$ cat src/rtl/pulse_seq_pkg.sv
// ----------------------------------------------------------------------------
// pulse_seq_pkg
//   Shared definitions for the pulse sequencer: FSM state type, default
//   counter/time widths and the minimum trigger spacing.
// ----------------------------------------------------------------------------
package pulse_seq_pkg;

  localparam int unsigned CNT_W_DEF  = 32;
  localparam int unsigned TIME_W_DEF = 48;

  // Smallest trigger spacing; guarantees at least one low cycle on the
  // trigger output between consecutive triggers.
  localparam int unsigned STEP_MIN   = 2;

  typedef enum logic [1:0] {
    IDLE = 2'd0,
    LOAD = 2'd1,
    ARM  = 2'd2,
    RUN  = 2'd3
  } state_t;

endpackage

$ cat src/rtl/pulse_seq_timer.sv
// ----------------------------------------------------------------------------
// pulse_seq_timer
//   Saturating down-counter used to space triggers. Loading a value N makes
//   o_expired rise N cycles later; a load of 0 reads as expired immediately.
//   The counter stops at zero, so it never wraps.
//
// Ports
//   clk_i      in   1       clock
//   reset_n_i  in   1       synchronous active-low reset
//   i_load     in   1       load i_value on this edge (has priority over count)
//   i_value    in   TIME_W  value to load
//   o_expired  out  1       counter is zero
// ----------------------------------------------------------------------------
module pulse_seq_timer
  import pulse_seq_pkg::*;
#(
  parameter int unsigned TIME_W = TIME_W_DEF
) (
  input  logic              clk_i,
  input  logic              reset_n_i,
  input  logic              i_load,
  input  logic [TIME_W-1:0] i_value,
  output logic              o_expired
);

  logic [TIME_W-1:0] r_count;

  always_ff @(posedge clk_i) begin
    if (!reset_n_i) begin
      r_count <= '0;
    end else if (i_load) begin
      r_count <= i_value;
    end else if (r_count != '0) begin
      r_count <= r_count - TIME_W'(1);
    end
  end

  assign o_expired = (r_count == '0);

endmodule

$ cat src/rtl/pulse_seq_ctrl.sv
// ----------------------------------------------------------------------------
// pulse_seq_ctrl
//   Sequencer in front of one pulse block. A rising edge on start_i (while
//   enabled and idle) loads DELAY/WIDTH into the pulse block via write
//   strobes, arms it, then issues PULSES single-cycle triggers spaced STEP
//   clocks apart (STEP below 2 is treated as 2). done_o pulses STEP clocks
//   after the last trigger. enable_i low, or a pulse block error while
//   running, aborts the burst; an error abort also sets the sticky err_o.
//
// Optional feature (macro PULSE_SEQ_REPEAT_EN):
//   adds input REPEATS; a completed burst re-enters ARM until REPEATS+1
//   bursts have run. sent_cnt_o restarts per burst; done_o only after the
//   last one.
//
// Ports
//   clk_i           in   1       system clock
//   reset_n_i       in   1       synchronous active-low reset
//   enable_i        in   1       gate; low aborts any burst
//   start_i         in   1       rising edge starts a burst
//   PULSES          in   CNT_W   triggers per burst
//   REPEATS         in   CNT_W   extra bursts (PULSE_SEQ_REPEAT_EN only)
//   STEP            in   TIME_W  clocks between trigger rising edges
//   DELAY_CFG       in   TIME_W  delay to load into pulse block
//   WIDTH_CFG       in   TIME_W  width to load into pulse block
//   err_overflow_i  in   1       pulse block overflow error
//   err_period_i    in   1       pulse block period error
//   pulse_inp_o     out  1       trigger to pulse block input
//   pulse_enable_o  out  1       pulse block enable
//   DELAY_O         out  TIME_W  delay value to pulse block
//   DELAY_WSTB_O    out  1       delay write strobe
//   WIDTH_O         out  TIME_W  width value to pulse block
//   WIDTH_WSTB_O    out  1       width write strobe
//   busy_o          out  1       burst in progress
//   done_o          out  1       1-cycle pulse on normal completion
//   err_o           out  1       sticky abort-on-error flag
//   sent_cnt_o      out  CNT_W   triggers issued in current/last burst
// ----------------------------------------------------------------------------
module pulse_seq_ctrl
  import pulse_seq_pkg::*;
#(
  parameter int unsigned CNT_W  = CNT_W_DEF,
  parameter int unsigned TIME_W = TIME_W_DEF
) (
  input  logic              clk_i,
  input  logic              reset_n_i,
  input  logic              enable_i,
  input  logic              start_i,
  input  logic [CNT_W-1:0]  PULSES,
`ifdef PULSE_SEQ_REPEAT_EN
  input  logic [CNT_W-1:0]  REPEATS,
`endif
  input  logic [TIME_W-1:0] STEP,
  input  logic [TIME_W-1:0] DELAY_CFG,
  input  logic [TIME_W-1:0] WIDTH_CFG,
  input  logic              err_overflow_i,
  input  logic              err_period_i,
  output logic              pulse_inp_o,
  output logic              pulse_enable_o,
  output logic [TIME_W-1:0] DELAY_O,
  output logic              DELAY_WSTB_O,
  output logic [TIME_W-1:0] WIDTH_O,
  output logic              WIDTH_WSTB_O,
  output logic              busy_o,
  output logic              done_o,
  output logic              err_o,
  output logic [CNT_W-1:0]  sent_cnt_o
);

  state_t            r_state;
  state_t            w_next_state;

  logic              r_start_d;
  logic              r_pulse;
  logic              r_done;
  logic              r_pen;
  logic              r_err;
  logic [CNT_W-1:0]  r_sent;
  logic [TIME_W-1:0] r_delay;
  logic [TIME_W-1:0] r_width;

  logic              w_start_edge;
  logic              w_abort;
  logic              w_err_abort;
  logic              w_kill;
  logic              w_last_burst;
  logic              w_no_pulses;
  logic              w_count_reached;
  logic              w_load_cfg;
  logic              w_fire;
  logic              w_burst_end;
  logic              w_done;
  logic              w_timer_expired;
  logic [TIME_W-1:0] w_step_eff;
  logic [TIME_W-1:0] w_timer_value;

  // --------------------------------------------------------------------------
  // Shared decode
  // --------------------------------------------------------------------------
  assign w_start_edge    = start_i & ~r_start_d;
  assign w_abort         = (r_state != IDLE) & ~enable_i;
  assign w_err_abort     = (r_state == RUN) & (err_overflow_i | err_period_i);
  assign w_kill          = w_abort | w_err_abort;
  assign w_no_pulses     = (PULSES == '0);
  assign w_count_reached = (r_sent >= PULSES);
  assign w_step_eff      = (STEP < TIME_W'(STEP_MIN)) ? TIME_W'(STEP_MIN) : STEP;

  // Triggers are registered, so the timer is reloaded on the decision cycle
  // with STEP-1: the next decision lands STEP-1 cycles later and the next
  // registered trigger exactly STEP cycles after the current one.
  assign w_timer_value   = w_step_eff - TIME_W'(1);

`ifdef PULSE_SEQ_REPEAT_EN
  logic [CNT_W-1:0] r_burst;

  assign w_last_burst = (r_burst >= REPEATS);

  always_ff @(posedge clk_i) begin
    if (!reset_n_i) begin
      r_burst <= '0;
    end else if (w_load_cfg) begin
      r_burst <= '0;
    end else if (w_burst_end && !w_last_burst) begin
      r_burst <= r_burst + CNT_W'(1);
    end
  end
`else
  assign w_last_burst = 1'b1;
`endif

  // --------------------------------------------------------------------------
  // FSM: state register
  // --------------------------------------------------------------------------
  always_ff @(posedge clk_i) begin
    if (!reset_n_i) begin
      r_state <= IDLE;
    end else begin
      r_state <= w_next_state;
    end
  end

  // --------------------------------------------------------------------------
  // FSM: next-state logic
  // --------------------------------------------------------------------------
  always_comb begin
    w_next_state = r_state;
    case (r_state)
      IDLE: begin
        if (w_start_edge && enable_i) begin
          w_next_state = LOAD;
        end
      end
      LOAD: w_next_state = ARM;
      ARM: begin
        if (w_no_pulses) begin
          w_next_state = w_last_burst ? IDLE : ARM;
        end else begin
          w_next_state = RUN;
        end
      end
      RUN: begin
        if (w_timer_expired && w_count_reached) begin
          w_next_state = w_last_burst ? IDLE : ARM;
        end
      end
      default: w_next_state = IDLE;
    endcase
    if (w_kill) begin
      w_next_state = IDLE;
    end
  end

  // --------------------------------------------------------------------------
  // FSM: outputs and datapath controls
  // --------------------------------------------------------------------------
  always_comb begin
    busy_o       = (r_state != IDLE);
    DELAY_WSTB_O = (r_state == LOAD);
    WIDTH_WSTB_O = (r_state == LOAD);
    w_load_cfg   = 1'b0;
    w_fire       = 1'b0;
    w_burst_end  = 1'b0;
    case (r_state)
      IDLE: w_load_cfg = w_start_edge & enable_i;
      ARM: begin
        if (w_no_pulses) begin
          w_burst_end = 1'b1;
        end else begin
          w_fire = 1'b1;
        end
      end
      RUN: begin
        if (w_timer_expired) begin
          if (w_count_reached) begin
            w_burst_end = 1'b1;
          end else begin
            w_fire = 1'b1;
          end
        end
      end
      default: ;
    endcase
    if (w_kill) begin
      w_fire      = 1'b0;
      w_burst_end = 1'b0;
    end
    w_done = w_burst_end & w_last_burst;
  end

  // --------------------------------------------------------------------------
  // Registered datapath
  // --------------------------------------------------------------------------
  always_ff @(posedge clk_i) begin
    if (!reset_n_i) begin
      r_start_d <= 1'b0;
      r_pulse   <= 1'b0;
      r_done    <= 1'b0;
      r_pen     <= 1'b0;
      r_err     <= 1'b0;
      r_sent    <= '0;
      r_delay   <= '0;
      r_width   <= '0;
    end else begin
      r_start_d <= start_i;
      r_pulse   <= w_fire;
      r_done    <= w_done;

      // Config is captured on the way into LOAD so the values are already
      // stable on DELAY_O/WIDTH_O while the strobes are high.
      if (w_load_cfg) begin
        r_delay <= DELAY_CFG;
        r_width <= WIDTH_CFG;
      end

      if (w_load_cfg) begin
        r_sent <= '0;
      end else if (w_fire) begin
        r_sent <= r_sent + CNT_W'(1);
      end else if (w_burst_end && !w_last_burst) begin
        r_sent <= '0;
      end

      if (w_kill) begin
        r_pen <= 1'b0;
      end else if (r_state == LOAD) begin
        r_pen <= 1'b1;
      end

      if (w_load_cfg) begin
        r_err <= 1'b0;
      end else if (w_err_abort) begin
        r_err <= 1'b1;
      end
    end
  end

  pulse_seq_timer #(
    .TIME_W (TIME_W)
  ) u_step_timer (
    .clk_i     (clk_i),
    .reset_n_i (reset_n_i),
    .i_load    (w_fire),
    .i_value   (w_timer_value),
    .o_expired (w_timer_expired)
  );

  assign pulse_inp_o    = r_pulse;
  assign done_o         = r_done;
  assign pulse_enable_o = r_pen;
  assign err_o          = r_err;
  assign sent_cnt_o     = r_sent;
  assign DELAY_O        = r_delay;
  assign WIDTH_O        = r_width;

endmodule

$ cat config.mk
export PLATFORM = sky130hd
export DESIGN_NAME = pulse_seq_ctrl
export DESIGN_NICKNAME = d
export VERILOG_FILES = /design/src/rtl/pulse_seq_pkg.sv /design/src/rtl/pulse_seq_timer.sv /design/src/rtl/pulse_seq_ctrl.sv
export SDC_FILE = /design/constraint.sdc
export NUM_CORES = 1
export LEC_CHECK = 0
export ABC_AREA = 1
export CORE_MARGIN = 2
export CORE_UTILIZATION = 51
export DETAILED_ROUTE_END_ITERATION = 6
export PLACE_DENSITY_LB_ADDON = 0.12
export SYNTH_ARGS = -nofsm -noshare
export SYNTH_HDL_FRONTEND = slang
export SYNTH_SLANG_ARGS = --single-unit
export TNS_END_PERCENT = 30
$ cat constraint.sdc
create_clock -name clk_i -period 10.15 [get_ports clk_i]
set_clock_uncertainty 0.15 [all_clocks]
set_input_delay 3.045 -clock clk_i [delete_from_list [all_inputs] [get_ports clk_i]]
set_output_delay 3.045 -clock clk_i [all_outputs]
set_load 0.01 [all_outputs]
==> impl_metrics.toml, run 1 <==
[outcome]
status = "finished clean"

[synthesis]
synth_most_common_cell = "nand2_1"
synth_nets = 1818
yosys_warnings = 0
yosysUniqueCellTypes = 40
synth.area.top_cells = "dfxtp_1 36%, nand2_1 14%, nor2_1 14%"
syn-cell-area_um2 = 10200
postSynthAreaPerCell_um2 = 6.38
synth_xor_area_share_pct = 0.600
synth_compound_area_share_pct = 11.2
synth_top_family_by_area = "simple AND/OR/NAND/NOR gates"
yosys-top-cells-count = "370 x nand2_1, 368 x nor2_1, 183 x dfxtp_1"
synthFlopType = "dfxtp_1"
yosys.area_share.simple_pct = 39.9
synth_fa_ha_area_share_pct = 4.17
synth_top_area_share_pct = 35.9
syn_inst = 1602
ys_seq_area_share_pct = 35.9
synthMuxAreaShare_pct = 0
synth_edf_count = 0
async_reset_ff_share_pct = 0
synth_top_area_cell = "dfxtp_1"
synth-seq-cells = 183

[cts]
ctsResizeCount = 0
cts.sinks = 183
cts_buffers = 17
cts_setup_buffers = 0
cts_tree = "done"
cts_buffer_depth = 2
h-tree-depth = 4
clkTransAtPathRegs_ns = 0.07
ctsHoldBuffers = 0
clk_latency_ns = 0.44
cts.root.buffer_cell = "clkbuf_16"

[hold_path]
hp-class = "reg -> reg"
hp-start = "err_o"
holdPathEnd = "err_o"
holdPathStages = 2

[worst_setup_path]
worst_path_most_repeated_cell = "nand2_1"
worstRegToRegCells = 26
critPathSlowestCell = "nand2_4"
worstPathMaxFanout = 62
critPathLaunchType = "primary input"
r2r-start = "sent_cnt_o[11]"
r2r_end = "u_step_timer.r_count[36]"
regToRegSetupSlack_ns = 5.67
required_ns = 10.30
crit_chain = "clkdlybuf4s50_1 > inv_1 > ha_1 > a21oi_1 > o21ai_0 > nand2_1 > nand2_1 > a21oi_1 > nand3_2 > nand2_4 > nand2_4 > nand2_1 > nand2_2 > inv_2 > ha_1 > nand2_1 > nor2_4 > nand2_1 > nor2_2 > nand2_1 > nand2_1 > nand2_1 > nand2_1 > nor2_1"
critPathKind = "in -> reg"
crit_arrival_ns = 7.27
crit_path_max_incr_delay_ns = 0.49
cp-end-kind = "register"

[floorplan]
core_um2 = 19500
num_rows = 51
design.die.area_um2 = 21200
io_pins = 317
die_w_um = 146
fp.dieH_um = 146
start_util_pct = 52.3

[timing]
worst_pin_slew_ns = 0.980
timing.final.crit_share_pct = 70.1
hold_viol = 0
rsz0062_at_grt = "false"
whs_ns = 0.299
setup_tns_ns = 0
fin_crit_ns = 7.12
max_freq_mhz = 140
relSlewSlack_pct = 34.7
setup_viol = 0
drv_slew = 0

[routing]
wl_met3_um = 3170
met1_length_um = 13500
drc = 0
avgViaCountPerCell = 5.21
ant_nets = 0
wirelength_um = 33800
wl_per_cell_um = 15.6
routed-wl-met2_um = 15800
vias = 11300
first_pass_iters = 5
top_layer = "met4"
first_iter_violations = 722

[power]
ir_drop_mv = 0.138
power_leakage_nw = 5.99
powerDensity_nw_per_um2 = 222

[global_routing]
globalRouteOverflowTotal = 0
grt_pass1_vias = 10600
grt_start_max_net_pins = 101
grtUsageTotal_pct = 31.3
grt_pass1_wl_um = 53800
antenna_found_initial = 3

[placement]
post-dp-hpwl_um = 26100
place_congestion = 1.01
port-buffer-count = 316

[cells_and_area]
nets = 2102
area_delta_synth_final_pct = 37.8
fillers = 1754
layout-drive-gt1-share_pct = 5.58

[job]
maxCapViolCount = 0
logic make-up after synthesis:
logic type / Yosys count
AND/OR/NAND/NOR: 955
XOR/XNOR: 7
adder cells (fa/ha/maj): 34
AO/OA/AOI/OAI: 213
flip-flops: 183
buffers and inverters: 210
sequential cells by signal (all words and copies together) (netlist names):
signal / flops
DELAY_O: 48
WIDTH_O: 48
u_step_timer.r_count: 48
sent_cnt_o: 32
r_state: 2
done_o: 1
err_o: 1
pulse_enable_o: 1
pulse_inp_o: 1
r_start_d: 1
stage by stage:
stage	instances	setup slack, ns	area [um2]	util, %	power, mW
6_report	2167	3.03	14100	72.1	3.13
5_1_grt	2167	2.62	14100	72.1	3.37
4_1_cts	2164	3.10	14100	72.1	3.11
3_5_place_dp	2132	2.67	13500	69.0	2.44
3_3_place_gp	2132	2.86	13500	69.0	2.43
2_1_floorplan	1602	4.35	10200	-	1.98
layout make-up:
class	count	area, um2	share of cell area (%)
Antenna cell	3	7.51	0.0533
Timing Repair Buffer	322	3200	22.8
Sequential cell	183	3660	26.0
Tap cell	265	332	2.36
Clock inverter	14	159	1.13
Multi-Input combinational cell	1209	5710	40.6
Clock buffer	18	429	3.05
Inverter	153	574	4.08
cell usage in the layout, fill, tap and decap left out, types with 3 or more instances in the layout:
master,n
clkinvlp_4,3
clkinv_8,3
nand3b_1,11
nor2_4,8
nor2_1,368
ha_1,34
nor3_2,3
inv_8,4
nand2_1,369
xor2_1,5
nor3_1,21
nand3_1,90
dfxtp_1,183
nor2_2,16
a31oi_1,17
inv_1,137
or2_0,3
o21a_1,5
diode_2,3
clkdlybuf4s50_1,315
nor4_1,16
a211oi_1,3
o21ai_1,6
or2_2,5
inv_2,15
nand2_2,14
buf_4,6
o21ai_0,115
clkbuf_16,17
a21oi_1,60
nand4_1,26
report_power, final:
part	total (mW)	switching, mW	internal (mW)	leakage [nW]
clock network	0.662	0.331	0.331	0.276
registers	0.875	0.0569	0.818	1.49
logic	1.59	1.06	0.526	4.22
total	3.13	1.45	1.67	5.99
worst max-delay path, delay by kind of cell:
family,cells,cell delay (ns)
and+or+nand+nor,16,2.49
adders and majority gates,2,0.62
buffers and inverters,3,0.60
AOI/OAI and AO/OA,3,0.45
per-layer routing:
layer	vias up	GRT usage (%)
li1	5709	-
met1	5053	37.0
met2	436	52.2
met3	83	10.5
met4	0	13.2
met5	-	0
how the worst max path moves through the flow:
stage,from,end
floorplan,PULSES[31],u_step_timer.r_count[36]
global placement,PULSES[15],u_step_timer.r_count[36]
detailed placement,PULSES[11],u_step_timer.r_count[36]
CTS,PULSES[19],u_step_timer.r_count[36]
global route,PULSES[11],u_step_timer.r_count[36]
finish,PULSES[27],u_step_timer.r_count[36]
(Power assumes the default switching activity.)
==> inputs of run 2 (changes only) <==
- CORE_UTILIZATION: 51 -> 48
- clock period: 10.15 -> 7 ns (I/O delays scaled with it)
==> run 2 against run 1 <==
Net effect: cell count increased by 0.46%; sequential share of layout area decreased by 0.094 points; final area increased by 0.36%; largest power group unchanged; hold slack improved by 0.0022 ns; via count decreased by 0.90%; global-route usage decreased by 1.6 points; core utilization decreased by 4.7 points.
==> impl_metrics.toml, run 2 (synthesis gave the netlist of run 1 again) <==
[floorplan]
io_pins = 317
die_w_um = 150
design.die.area_um2 = 22500
core_um2 = 21000
start_util_pct = 48.7
fp.dieH_um = 150
num_rows = 53

[power]
comb_power_share_pct = 50.8
pwr-share-clk_pct = 21.6
switchingPower_mw = 2.13
power_leakage_nw = 6.02
intPower_mw = 2.45
powerDensity_nw_per_um2 = 324
ir_drop_mv = 0.206
power_frac_seq_pct = 27.6
p_sw_share_pct = 46.6

[routing]
first_pass_iters = 5
vias = 11200
first_iter_violations = 654
top_layer = "met4"
avgViaCountPerCell = 5.14
wl_per_cell_um = 15.6
drc = 0
wl_met3_um = 2750
routed-wl-met2_um = 15900
wirelength_um = 33900
ant_nets = 0
met1_length_um = 14200

[worst_setup_path]
worstSetupEndpoint = "u_step_timer.r_count[36]"
startpoint = "PULSES[23]"
crit_buf_inv = 2
crit_chain = "clkdlybuf4s50_1 > inv_1 > ha_1 > a21oi_1 > o21a_1 > nand2_1 > a21oi_1 > nand3_2 > a21boi_4 > nand2_1 > o21ai_1 > ha_1 > nand2_1 > nor2_4 > nand2_1 > nor2_2 > nand2_1 > nand2_1 > nand2_1 > nand2_1 > nor2_1"
cp.depth = 21
worstRegToRegCells = 20
cp-end-kind = "register"
crit_path_max_incr_delay_ns = 0.48
critPathSlowestCell = "clkdlybuf4s50_1"
r2r-start = "sent_cnt_o[26]"
critPathKind = "in -> reg"
required_ns = 7.15
critical_path.top_delay_family = "simple AND/OR/NAND/NOR gates"
crit_arrival_ns = 5.76
critPathLaunchType = "primary input"
worstPathMaxFanout = 16
worst_path_most_repeated_cell = "nand2_1"
r2r_end = "u_step_timer.r_count[36]"
regToRegSetupSlack_ns = 3.11

[global_routing]
grt_start_max_net_pins = 100
grt_pass1_wl_um = 53000
antenna_found_initial = 0
grtUsageTotal_pct = 29.7
globalRouteOverflowTotal = 0
grt_pass1_vias = 10300

[timing]
timing.final.crit_share_pct = 80.2
max_freq_mhz = 178
hold_viol = 0
whs_ns = 0.302
drv_slew = 0
setup_viol = 0
fin_crit_ns = 5.61
worst_pin_slew_ns = 1.04
rsz0062_at_grt = "false"
setup_tns_ns = 0
relSlewSlack_pct = 30.8

[cts]
cts_setup_buffers = 0
cts_tree = "done"
cts.root.buffer_cell = "clkbuf_16"
ctsResizeCount = 0
clk_latency_ns = 0.44
clkTransAtPathRegs_ns = 0.07
cts_buffer_depth = 2
cts.sinks = 183
ctsHoldBuffers = 0
cts_buffers = 17
h-tree-depth = 4

[hold_path]
hp-class = "reg -> reg"

[cells_and_area]
design_area_um2 = 14100
final_cell_mix = "369 x nand2_1, 368 x nor2_1, 315 x clkdlybuf4s50_1, 183 x dfxtp_1, 137 x inv_1"
fillers = 1975
layout_commonest_cell = "nand2_1"
nets = 2105
area_delta_synth_final_pct = 38.3
layout-drive-gt1-share_pct = 5.78
num_antenna_cells = 0

[placement]
port-buffer-count = 316
postPlaceCellArea_um2 = 13500
place_congestion = 0.959
post-dp-hpwl_um = 26100

[outcome]
status = "finished clean"

[job]
maxCapViolCount = 0
## run 2: changes by cell type in the layout (fill, tap and decap cells not counted), sizes merged
cell	change
diode	-3
clkinvlp	-3
clkinv	+3
buf	+3
## run 2: worst min-delay path by stage
stage          start  endpoint  slack (ns)  cells after the start
6_report       err_o     err_o        0.30                      2
5_1_grt        err_o     err_o        0.31                      2
4_1_cts        err_o     err_o        0.30                      2
3_5_place_dp   err_o     err_o        0.29                      2
3_3_place_gp   err_o     err_o        0.28                      2
2_1_floorplan  err_o     err_o        0.32                      2
## run 2: power groups by stage
| stage | sequential, mW | combinational, mW | clock (mW) |
|---|---|---|---|
| after CTS | 1.26 | 2.29 | 0.997 |
| after detailed placement | 1.29 | 2.28 | 0 |
| after global placement | 1.28 | 2.26 | 0 |
| final | 1.27 | 2.33 | 0.989 |
| after global routing | 1.28 | 2.60 | 1.04 |
| after floorplan | 1.29 | 1.58 | 0 |
## run 2: layout make-up
type                       count  area, um2  share of cell area [%]
tap                          275        344                    2.44
timing repair buffer         325       3230                    22.8
multi-input combinational   1209       5710                    40.4
clock buffer                  18        439                    3.11
clock inverter                14        173                    1.22
inverter                     153        574                    4.06
sequential                   183       3660                    25.9
## run 2: routing by layer
| layer | GRT usage, % | vias to the layer above |
|---|---|---|
| met3 | 7.96 | 67 |
| li1 | - | 5715 |
| met4 | 11.0 | 0 |
| met1 | 37.2 | 4977 |
| met5 | 0 | - |
| met2 | 49.1 | 421 |
## run 2: worst register-to-register path, stage by stage, from the launching register on
cell      delay (ns)
dfxtp_1         0.54
ha_1            0.30
nand2_1         0.08
nor2_1          0.05
nand2_1         0.08
inv_1           0.05
a21oi_1         0.23
nand3_2         0.21
a21boi_4        0.43
nand2_1         0.09
o21ai_1         0.18
ha_1            0.37
nand2_1         0.22
nor2_4          0.22
nand2_1         0.11
nor2_2          0.19
nand2_1         0.07
nand2_1         0.06
nand2_1         0.04
nand2_1         0.05
nor2_1          0.04
## run 2: per-stage QoR
stage / utilization, % / power (mW) / cells / worst slack (ns)
final: 67.4 / 4.58 / 2177 / 1.39
after CTS: 67.4 / 4.55 / 2177 / 1.45
after global placement: 64.5 / 3.54 / 2145 / 1.10
after floorplan: - / 2.87 / 1602 / 2.15
after detailed placement: 64.5 / 3.56 / 2145 / 1.02
after global routing: 67.4 / 4.92 / 2177 / 1.09
